### src/rtl/cpu_timer_pkg.sv
// Shared definitions for the machine timer: register map, CTRL bit layout and bus states.
package cpu_timer_pkg;

  localparam logic [2:0] TIMER_MTIME_LO = 3'd0;
  localparam logic [2:0] TIMER_MTIME_HI = 3'd1;
  localparam logic [2:0] TIMER_CMP_LO   = 3'd2;
  localparam logic [2:0] TIMER_CMP_HI   = 3'd3;
  localparam logic [2:0] TIMER_CTRL     = 3'd4;
  localparam logic [2:0] TIMER_PRESCALE = 3'd5;

  localparam int CTRL_ENABLE_BIT = 0;
  localparam int CTRL_ARMED_BIT  = 1;
  localparam int CTRL_FIRED_BIT  = 2;

  typedef enum logic {
    IDLE = 1'b0,
    ACK  = 1'b1
  } busState_t;

  function automatic logic [31:0] packCtrl(input logic enable, input logic armed, input logic fired);
    logic [31:0] value;
    value = 32'd0;
    value[CTRL_ENABLE_BIT] = enable;
    value[CTRL_ARMED_BIT]  = armed;
    value[CTRL_FIRED_BIT]  = fired;
    return value;
  endfunction

endpackage

### src/rtl/cpu_timer_prescaler.sv
// Divides the input clock down to the mtime tick rate; o_tick marks the wrap cycle.
module cpu_timer_prescaler #(
  parameter int PRESCALE = 1
) (
  input  logic i_clock,
  input  logic i_reset,
  input  logic i_enable,
  input  logic i_clear,
  output logic o_tick
);

  localparam int CW = (PRESCALE > 1) ? $clog2(PRESCALE) : 1;
  localparam logic [CW-1:0] LAST = CW'(PRESCALE - 1);
  localparam logic [CW-1:0] ONE  = CW'(1);

  logic [CW-1:0] r_count;

  assign o_tick = i_enable && (r_count == LAST);

  // A clear restarts the tick period even while the timer is disabled.
  always_ff @(posedge i_clock) begin
    if (i_reset || i_clear) begin
      r_count <= '0;
    end else if (i_enable) begin
      r_count <= o_tick ? '0 : (r_count + ONE);
    end
  end

endmodule

### src/rtl/cpu_timer.sv
// Memory-mapped mtime/mtimecmp timer producing a one-cycle interrupt pulse for the CSR unit.
module cpu_timer
  import cpu_timer_pkg::*;
#(
  parameter int FREQUENCY = 100000000,
  parameter int TICK_RATE = 1000000
) (
  input  logic        i_clock,
  input  logic        i_reset,
  input  logic        i_request,
  input  logic        i_rw,
  input  logic [2:0]  i_address,
  input  logic [31:0] i_wdata,
  output logic [31:0] o_rdata,
  output logic        o_ready,
  output logic        o_interrupt
);

  localparam int PRESCALE = FREQUENCY / TICK_RATE;

  generate
    if (PRESCALE < 1) begin : g_badPrescale
      $error("cpu_timer: FREQUENCY / TICK_RATE must be at least 1");
    end
  endgenerate

  busState_t   r_state;
  busState_t   w_stateNext;
  logic        w_access;
  logic        w_write;
  logic        w_read;
  logic        w_mtimeWrite;
  logic        w_cmpLoWrite;
  logic        w_cmpHiWrite;
  logic        w_ctrlWrite;
  logic        w_tick;
  logic        w_match;
  logic        w_fire;
  logic [31:0] w_readData;

  logic [63:0] r_mtime;
  logic [63:0] r_mtimeCmp;
  logic [31:0] r_shadow;
  logic [31:0] r_rdata;
  logic        r_ready;
  logic        r_enable;
  logic        r_armed;
  logic        r_fired;
  logic        r_interrupt;

  // Side effects happen only on the IDLE->ACK step, so a held request acts once.
  always_comb begin
    w_stateNext = r_state;
    w_access    = 1'b0;
    case (r_state)
      IDLE: begin
        if (i_request) begin
          w_stateNext = ACK;
          w_access    = 1'b1;
        end
      end
      ACK: begin
        if (!i_request) begin
          w_stateNext = IDLE;
        end
      end
      default: w_stateNext = IDLE;
    endcase
  end

  always_ff @(posedge i_clock) begin
    if (i_reset) begin
      r_state <= IDLE;
    end else begin
      r_state <= w_stateNext;
    end
  end

  assign w_write      = w_access && i_rw;
  assign w_read       = w_access && !i_rw;
  assign w_mtimeWrite = w_write && ((i_address == TIMER_MTIME_LO) || (i_address == TIMER_MTIME_HI));
  assign w_cmpLoWrite = w_write && (i_address == TIMER_CMP_LO);
  assign w_cmpHiWrite = w_write && (i_address == TIMER_CMP_HI);
  assign w_ctrlWrite  = w_write && (i_address == TIMER_CTRL);

  always_comb begin
    w_readData = 32'd0;
    case (i_address)
      TIMER_MTIME_LO: w_readData = r_mtime[31:0];
      TIMER_MTIME_HI: w_readData = r_shadow;
      TIMER_CMP_LO:   w_readData = r_mtimeCmp[31:0];
      TIMER_CMP_HI:   w_readData = r_mtimeCmp[63:32];
      TIMER_CTRL:     w_readData = packCtrl(r_enable, r_armed, r_fired);
      TIMER_PRESCALE: w_readData = 32'(PRESCALE);
      default:        w_readData = 32'd0;
    endcase
  end

  always_ff @(posedge i_clock) begin
    if (i_reset) begin
      r_ready <= 1'b0;
      r_rdata <= 32'd0;
    end else begin
      r_ready <= (w_stateNext == ACK);
      if (w_read) begin
        r_rdata <= w_readData;
      end else if (w_stateNext == IDLE) begin
        r_rdata <= 32'd0;
      end
    end
  end

  // Reading the low half snapshots the high half so a LO-then-HI pair is coherent.
  always_ff @(posedge i_clock) begin
    if (i_reset) begin
      r_shadow <= 32'd0;
    end else if (w_read && (i_address == TIMER_MTIME_LO)) begin
      r_shadow <= r_mtime[63:32];
    end
  end

  cpu_timer_prescaler #(
    .PRESCALE (PRESCALE)
  ) u_prescaler (
    .i_clock  (i_clock),
    .i_reset  (i_reset),
    .i_enable (r_enable),
    .i_clear  (w_mtimeWrite),
    .o_tick   (w_tick)
  );

  always_ff @(posedge i_clock) begin
    if (i_reset) begin
      r_mtime <= 64'd0;
    end else if (w_write && (i_address == TIMER_MTIME_LO)) begin
      r_mtime[31:0] <= i_wdata;
    end else if (w_write && (i_address == TIMER_MTIME_HI)) begin
      r_mtime[63:32] <= i_wdata;
    end else if (w_tick) begin
      r_mtime <= r_mtime + 64'd1;
    end
  end

  always_ff @(posedge i_clock) begin
    if (i_reset) begin
      r_mtimeCmp <= '1;
      r_enable   <= 1'b0;
    end else begin
      if (w_cmpLoWrite) begin
        r_mtimeCmp[31:0] <= i_wdata;
      end
      if (w_cmpHiWrite) begin
        r_mtimeCmp[63:32] <= i_wdata;
      end
      if (w_ctrlWrite) begin
        r_enable <= i_wdata[CTRL_ENABLE_BIT];
      end
    end
  end

  assign w_match = r_armed && (r_mtime >= r_mtimeCmp);
  assign w_fire  = w_match && !w_cmpLoWrite;

  // A CMP_LO write disarms and beats a simultaneous match; only CMP_HI re-arms.
  always_ff @(posedge i_clock) begin
    if (i_reset) begin
      r_armed     <= 1'b0;
      r_fired     <= 1'b0;
      r_interrupt <= 1'b0;
    end else begin
      r_interrupt <= w_fire;
      if (w_cmpLoWrite) begin
        r_armed <= 1'b0;
      end else if (w_cmpHiWrite) begin
        r_armed <= 1'b1;
      end else if (w_match) begin
        r_armed <= 1'b0;
      end
      if (w_fire) begin
        r_fired <= 1'b1;
      end else if (w_ctrlWrite && i_wdata[CTRL_FIRED_BIT]) begin
        r_fired <= 1'b0;
      end
    end
  end

  assign o_rdata     = r_rdata;
  assign o_ready     = r_ready;
  assign o_interrupt = r_interrupt;

endmodule

### config.mk
export PLATFORM = sky130hd
export DESIGN_NAME = cpu_timer
export DESIGN_NICKNAME = d
export VERILOG_FILES = /design/src/rtl/cpu_timer_pkg.sv /design/src/rtl/cpu_timer_prescaler.sv /design/src/rtl/cpu_timer.sv
export SDC_FILE = /design/constraint.sdc
export NUM_CORES = 1
export LEC_CHECK = 0
export BUFFER_PORTS_ARGS = -buffer_cell sky130_fd_sc_hd__buf_2
export CORE_MARGIN = 2
export CORE_UTILIZATION = 25
export CTS_CLUSTER_SIZE = 8
export DETAILED_ROUTE_END_ITERATION = 16
export PLACE_DENSITY = 0.49
export SLEW_MARGIN = 10
export SYNTH_ARGS = -nofsm -noshare
export SYNTH_HDL_FRONTEND = slang
export SYNTH_HIERARCHICAL = 1
export SYNTH_SLANG_ARGS = --single-unit
export TNS_END_PERCENT = 1
### constraint.sdc
create_clock -name i_clock -period 4.1 [get_ports i_clock]
set_input_delay 0.615 -clock i_clock [delete_from_list [all_inputs] [get_ports i_clock]]
set_output_delay 0.615 -clock i_clock [all_outputs]
set_load 0.005 [all_outputs]
==> results of run 1 <==
## metrics by stage
stage	setup WS (ps)	util	instances	power (mW)	area [um^2]
floorplan	1352	-	1446	2.274	11080
global placement	1097	0.2744	2041	2.422	12080
detailed placement	1059	0.2744	2041	2.424	12080
CTS	1043	0.2913	2073	4.578	12820
global route	855.1	0.2913	2073	4.689	12820
finish	1055	0.2913	2074	4.514	12830
## registers in the layout, summed over array words and instances (netlist names)
register / cells
o_interrupt: 1
o_rdata: 32
o_ready: 1
r_armed: 1
r_enable: 1
r_fired: 1
r_mtime: 64
r_mtimeCmp: 64
r_shadow: 32
u_prescaler/r_count: 7
## routing by layer
layer / vias to the layer above / global-route usage
li1: 5322 / -
met1: 5298 / 0.2395
met2: 347 / 0.2837
met3: 62 / 0.02383
met4: 0 / 0.04259
met5: - / 0
## layout make-up
type	instances	area [um^2]	share of cell area
well taps	592	740.7	0.05775
multi-input cells	1062	6352	0.4953
repair buffers	105	610.6	0.04760
diodes	1	2.502	0.0001951
flip-flops and latches	204	4084	0.3184
clock buffers	30	729.5	0.05687
clock inverters	2	13.76	0.001073
inverters	78	292.8	0.02283
## power by group through the flow
stage | registers [mW] | clock network, mW | logic (mW)
2_1_floorplan | 2.09 | 0 | 0.180
3_3_place_gp | 2.11 | 0 | 0.312
3_5_place_dp | 2.11 | 0 | 0.314
4_1_cts | 2.07 | 2.20 | 0.315
5_1_grt | 2.07 | 2.27 | 0.348
6_report | 2.07 | 2.13 | 0.311
## worst reg2reg max path, stage by stage (launching register included)
cell,delay [ps]
sky130_fd_sc_hd__dfxtp_1,460
sky130_fd_sc_hd__ha_1,260
sky130_fd_sc_hd__nand3_2,140
sky130_fd_sc_hd__or3_1,520
sky130_fd_sc_hd__or4_4,670
sky130_fd_sc_hd__nor3b_4,260
sky130_fd_sc_hd__nand4_1,140
sky130_fd_sc_hd__or4_1,440
sky130_fd_sc_hd__o211ai_2,70
## cells in the mapped netlist (all sizes together), types with 3 or more instances
library cell	count	share of area
o32ai	5	0.0040
nor4	10	0.0062
o31ai	9	0.0061
nand3	46	0.021
a211oi	8	0.0054
o41ai	4	0.0032
a22oi	82	0.056
and3	17	0.0096
mux2i	12	0.011
nand2	224	0.076
a32oi	3	0.0024
a21oi	163	0.074
o211ai	67	0.046
clkbuf	90	0.030
nor3	26	0.012
o221ai	3	0.0024
a32o	7	0.0063
ha	66	0.075
nand2b	4	0.0023
and4	5	0.0040
nand4	32	0.018
nor2b	3	0.0017
and2	10	0.0056
inv	78	0.026
xor2	3	0.0024
a22o	6	0.0047
or3	13	0.0073
a21o	4	0.0027
or4	5	0.0037
a31oi	15	0.0085
buf	12	0.0049
dfxtp	204	0.37
o21ai	57	0.026
a221oi	4	0.0032
nor2	116	0.040
o22ai	9	0.0051
## worst paths after layout
| check | startpoint | endpoint | depth (start not counted) |
|---|---|---|---|
| setup / recovery | r_mtime[0] | r_mtime[62] | 8 |
| hold / removal | i_request | o_ready | 2 |
| setup reg to reg | r_mtime[0] | r_mtime[62] | 8 |
| hold reg to reg | o_rdata[0] | o_rdata[0] | 2 |
## logic make-up (layout without fill, tap and decap cells)
family	Yosys count	after routing	share of synthesized area
compound gates	461	461	0.2671
simple gates	520	520	0.2149
fa+ha+maj	66	66	0.07451
buf+inv	180	215	0.06175
mux	12	12	0.01084
flops	204	204	0.3685
xor+xnor	3	3	0.002371
other cells	0	1	0
==> impl_metrics.yaml, run 1 <==
status:
  status: "complete, no violations"
floorplan:
  chipHeight_um: 214.6
  initial_utilization: 0.2517
  dieArea_um2: 46030
  placement_rows: 77
  ios: 73
  die_width_um: 214.6
  coreArea_um2: 44030
power_and_ir_drop:
  net-switching-power_mw: 1.159
  sw_frac_of_total: 0.2567
  seq_power_share: 0.458
  p_int_mw: 3.355
  pwr-share-comb: 0.069
  p_leak_nw: 5.095
  power-per-cell-area_nw_per_um2: 352.0
  p_clk_frac: 0.473
  max-vdd-ir-drop_mv: 0.2697
sta:
  slew-limit-headroom: 0.2503
  post-route-period-util: 0.7426
  clock-skew-final_ps: 26.71
  timing.final.crit_period_ps: 3045
  timing.final.max_slew_violations: 0
  worst_slew_pin_slew_ps: 1124
  hold_slack_ps: 335.8
  max_freq_mhz: 328.4
  grt_setup_unrepaired: "no"
  timing.final.hold_violations: 0
  setup_violations: 0
  timing.setup.tns_ps: 0
grt:
  gr-total-overflow: 0
  grt_start_max_net_pins: 62
  grtUsageTotal: 0.1731
  number_of_antenna_violations_at_the_first_check_in_global_routing: 1
  grt_first_pass_wirelength_um: 63230
  first_global_vias: 10570
drt:
  met3_wirelength_um: 2164
  avgRoutedWirePerCell_um: 19.59
  met2_length_um: 18570
  highest-signal-layer: "met4"
  routed_length_on_met1_um: 18980
  routed_wl_um: 40630
  firstDrtPassIters: 6
  first_iteration_detailed_routing_drc_count: 995
  detail_route.vias_per_cell: 5.318
  detail-route-antenna-nets: 0
  vias: 11030
  drc: 0
critical_path:
  critical_path.max_stage_delay_ps: 670
  timing.critical_path.max_delay_family: "simple AND/OR/NAND/NOR gates"
  critical_path_arrival_ps: 3540
  critical_path.max_fanout: 8
  crit_path_end_kind: "flop"
  worstSetupPathType: "flop to flop"
  cp_cell_sequence: "ha_1 -> nand3_2 -> or3_1 -> or4_4 -> nor3b_4 -> nand4_1 -> or4_1 -> o211ai_2"
  cp.buffers_inverters: 0
  setup.worst_path.start_class: "flop"
  worst_ep_required_time_ps: 4590
  reg2reg_setup_slack_ps: 1060
  cpMaxStageDelayCell: "sky130_fd_sc_hd__or4_4"
hold_path:
  hold_path.class: "primary input to flop"
synth:
  ys_async_sr_fraction: 0
  ys_warn_count: 6
  primary_flip_flop_cell_chosen_by_synthesis_mapping: "sky130_fd_sc_hd__dfxtp_1"
  postSynthAreaPerCell_um2: 7.665
  postSynthRegisterBits: 204
  synth_enable_flop_cells: 0
  synth.net_count: 1551
  synth_cell_type_count: 64
  synth_cells: 1446
  netlist_area_um2: 11080
  ys_seq_area_frac: 0.3685
clocking:
  clk_latency_ps: 560
  cts-htree-levels: 1
  clkTransAtPathRegs_ps: 60
  cts_setup_buffers: 0
  total_of_cells_resized_after_clock_tree_synthesis: 0
  cts_tree: "yes"
  tritoncts.num_buffers: 29
  clk_path_buf_depth: 3
  root_cell_of_the_clock_tree: "sky130_fd_sc_hd__clkbuf_16"
  number_of_sinks_handled_by_clock_tree_synthesis: 204
  cts_hold_buffers: 0
placement:
  io_buffers: 72
  post-dp-hpwl_um: 29000
  gp_congestion: 0.9219
job:
  max_cap_viol_count: 0
layout:
  most_common_library_cell_in_the_layout_ignoring_fill_and_taps: "sky130_fd_sc_hd__nand2_1"
  nFillCells: 4796
  area_delta_synth_final_pct: 15.73
  mostFrequentLayoutCells: "sky130_fd_sc_hd__nand2_1, sky130_fd_sc_hd__dfxtp_1, sky130_fd_sc_hd__a21oi_1, sky130_fd_sc_hd__nor2_1, sky130_fd_sc_hd__a22oi_1"
  num-nets-final: 1585
  final_layout_size_suffix_gt1_frac: 0.1067
No activity file was read; power rests on OpenSTA's default activity.
==> run 2, diff against run 1 <==
clock period = 3.1 ns   (was 4.1 ns; I/O delays follow)
==> impl_metrics.yaml, run 2 (same netlist as run 1, synthesis figures left out) <==
status:
  status: "complete, no violations"
layout:
  post-route-util: 0.2984
  final_layout_size_suffix_gt1_frac: 0.1301
  mostFrequentLayoutCells: "sky130_fd_sc_hd__nand2_1, sky130_fd_sc_hd__dfxtp_1, sky130_fd_sc_hd__a21oi_1, sky130_fd_sc_hd__nor2_1, sky130_fd_sc_hd__a22oi_1"
  num-nets-final: 1625
  antenna_diode_count: 0
  most_common_library_cell_in_the_layout_ignoring_fill_and_taps: "sky130_fd_sc_hd__nand2_1"
  area_delta_synth_final_pct: 18.53
  layout_top_registers: "r_mtimeCmp (64), r_mtime (64)"
drt:
  detail_route.vias_per_cell: 5.225
  avgRoutedWirePerCell_um: 19.61
  vias: 11050
  detail-route-antenna-nets: 0
  drc: 0
  routed_wl_um: 41450
  firstDrtPassIters: 5
  first_iteration_detailed_routing_drc_count: 1082
grt:
  first_global_vias: 10640
  number_of_antenna_violations_at_the_first_check_in_global_routing: 0
  grt_first_pass_wirelength_um: 64020
  gr-total-overflow: 0
  grtUsageTotal: 0.1757
  grt_start_max_net_pins: 55
floorplan:
  initial_utilization: 0.2517
  chipHeight_um: 214.6
  dieArea_um2: 46030
  coreArea_um2: 44030
  placement_rows: 77
  die_width_um: 214.6
  ios: 73
clocking:
  clk_latency_ps: 560
  cts_hold_buffers: 0
  tritoncts.num_buffers: 29
  clkTransAtPathRegs_ps: 50
  number_of_sinks_handled_by_clock_tree_synthesis: 204
  root_cell_of_the_clock_tree: "sky130_fd_sc_hd__clkbuf_16"
  cts_setup_buffers: 0
  cts_tree: "yes"
  cts-htree-levels: 1
  clk_path_buf_depth: 3
  total_of_cells_resized_after_clock_tree_synthesis: 0
sta:
  hold_slack_ps: 210.9
  timing.final.hold_violations: 0
  max_freq_mhz: 343.4
  grt_setup_unrepaired: "no"
  slew-limit-headroom: 0.5113
  timing.setup.tns_ps: 0
  setup_violations: 0
  timing.final.max_slew_violations: 0
  post-route-period-util: 0.9394
  timing.final.crit_period_ps: 2912
  worst_slew_pin_slew_ps: 732.9
  clock-skew-final_ps: 22.78
  final.setup.worst_slack_ps: 187.8
critical_path:
  r2r_start: "r_mtime[1]"
  r2r.worst_path.cells: 8
  critical_path_arrival_ps: 3380
  reg2reg_setup_slack_ps: 190
  worstSetupPathType: "flop to flop"
  reg2reg_to: "r_mtime[62]"
  crit_path_end_kind: "flop"
  worst_ep_required_time_ps: 3570
  critical_path.max_fanout: 8
  setup.worst_path.start_class: "flop"
placement:
  dp_slack_ps: 196.2
  gp_congestion: 0.8711
  io_buffers: 72
  post-dp-hpwl_um: 29510
hold_path:
  worst_hold_path.endpoint: "r_mtimeCmp[63]"
  timing.hold.worst_path_depth: 3
  hold_path.class: "primary input to flop"
  hold_start: "i_wdata[31]"
power_and_ir_drop:
  max-vdd-ir-drop_mv: 0.2930
  net-switching-power_mw: 1.520
  p_leak_nw: 5.305
  p_clk_frac: 0.472
  power-per-cell-area_nw_per_um2: 456.9
  pwr-share-comb: 0.074
  sw_frac_of_total: 0.2532
  seq_power_share: 0.454
  p_int_mw: 4.482
job:
  max_cap_viol_count: 0
run 2: cell count changes in the layout (fill, tap and decap cells not counted), sizes merged:
cell,delta
clkinv,-1
buf,+40
clkbuf,+2
diode,-1
run 2: worst max-delay path, cell delays in order, from the launching register on:
cell	delay, ps
sky130_fd_sc_hd__dfxtp_1	410
sky130_fd_sc_hd__ha_1	260
sky130_fd_sc_hd__nand3_2	150
sky130_fd_sc_hd__or3_1	460
sky130_fd_sc_hd__or4_4	650
sky130_fd_sc_hd__nor3b_4	260
sky130_fd_sc_hd__nand4_1	130
sky130_fd_sc_hd__or4_1	430
sky130_fd_sc_hd__o211ai_2	70
run 2: how the worst max path moves through the flow:
stage                     slack [ps]  depth (start not counted)        from     endpoint
final                            190                          8  r_mtime[1]  r_mtime[62]
after global routing              20                          8  r_mtime[1]  r_mtime[62]
after CTS                        170                          8  r_mtime[1]  r_mtime[62]
after detailed placement         200                          8  r_mtime[1]  r_mtime[62]
after global placement           260                          8  r_mtime[1]  r_mtime[62]
after floorplan                  350                         10  r_mtime[0]  r_mtime[62]
run 2: area by class of cell:
cell class,count,area [um^2]
inverter,78,292.8
fill,4783,30890
tap,592,740.7
sequential,204,4084
multi-input combinational,1062,6352
timing repair buffer,145,910.9
clock inverter,1,8.758
clock buffer,32,747.0
run 2: metrics by stage:
stage                     instance area, um^2  power [mW]  cells
final                                   13140       6.003   2114
after global routing                    13140       6.214   2114
after CTS                               13140       6.077   2114
after detailed placement                12380       3.220   2081
after global placement                  12380       3.217   2081
after floorplan                         11080       3.007   1446
run 2: metal layers:
| metal | vias up | share of wire | global-route usage |
|---|---|---|---|
| li1 | 5404 | - | - |
| met2 | 306 | 0.46 | 0.2902 |
| met4 | 0 | 0.019 | 0.04190 |
| met1 | 5285 | 0.47 | 0.2408 |
| met5 | - | 0 | 0 |
| met3 | 50 | 0.055 | 0.02582 |
run 2: power by group through the flow:
| stage | Combinational (mW) | Clock, mW | Sequential [mW] |
|---|---|---|---|
| after global placement | 0.442 | 0 | 2.77 |
| final | 0.442 | 2.84 | 2.72 |
| after CTS | 0.446 | 2.91 | 2.72 |
| after global routing | 0.492 | 3.00 | 2.73 |
| after detailed placement | 0.444 | 0 | 2.78 |
| after floorplan | 0.238 | 0 | 2.77 |
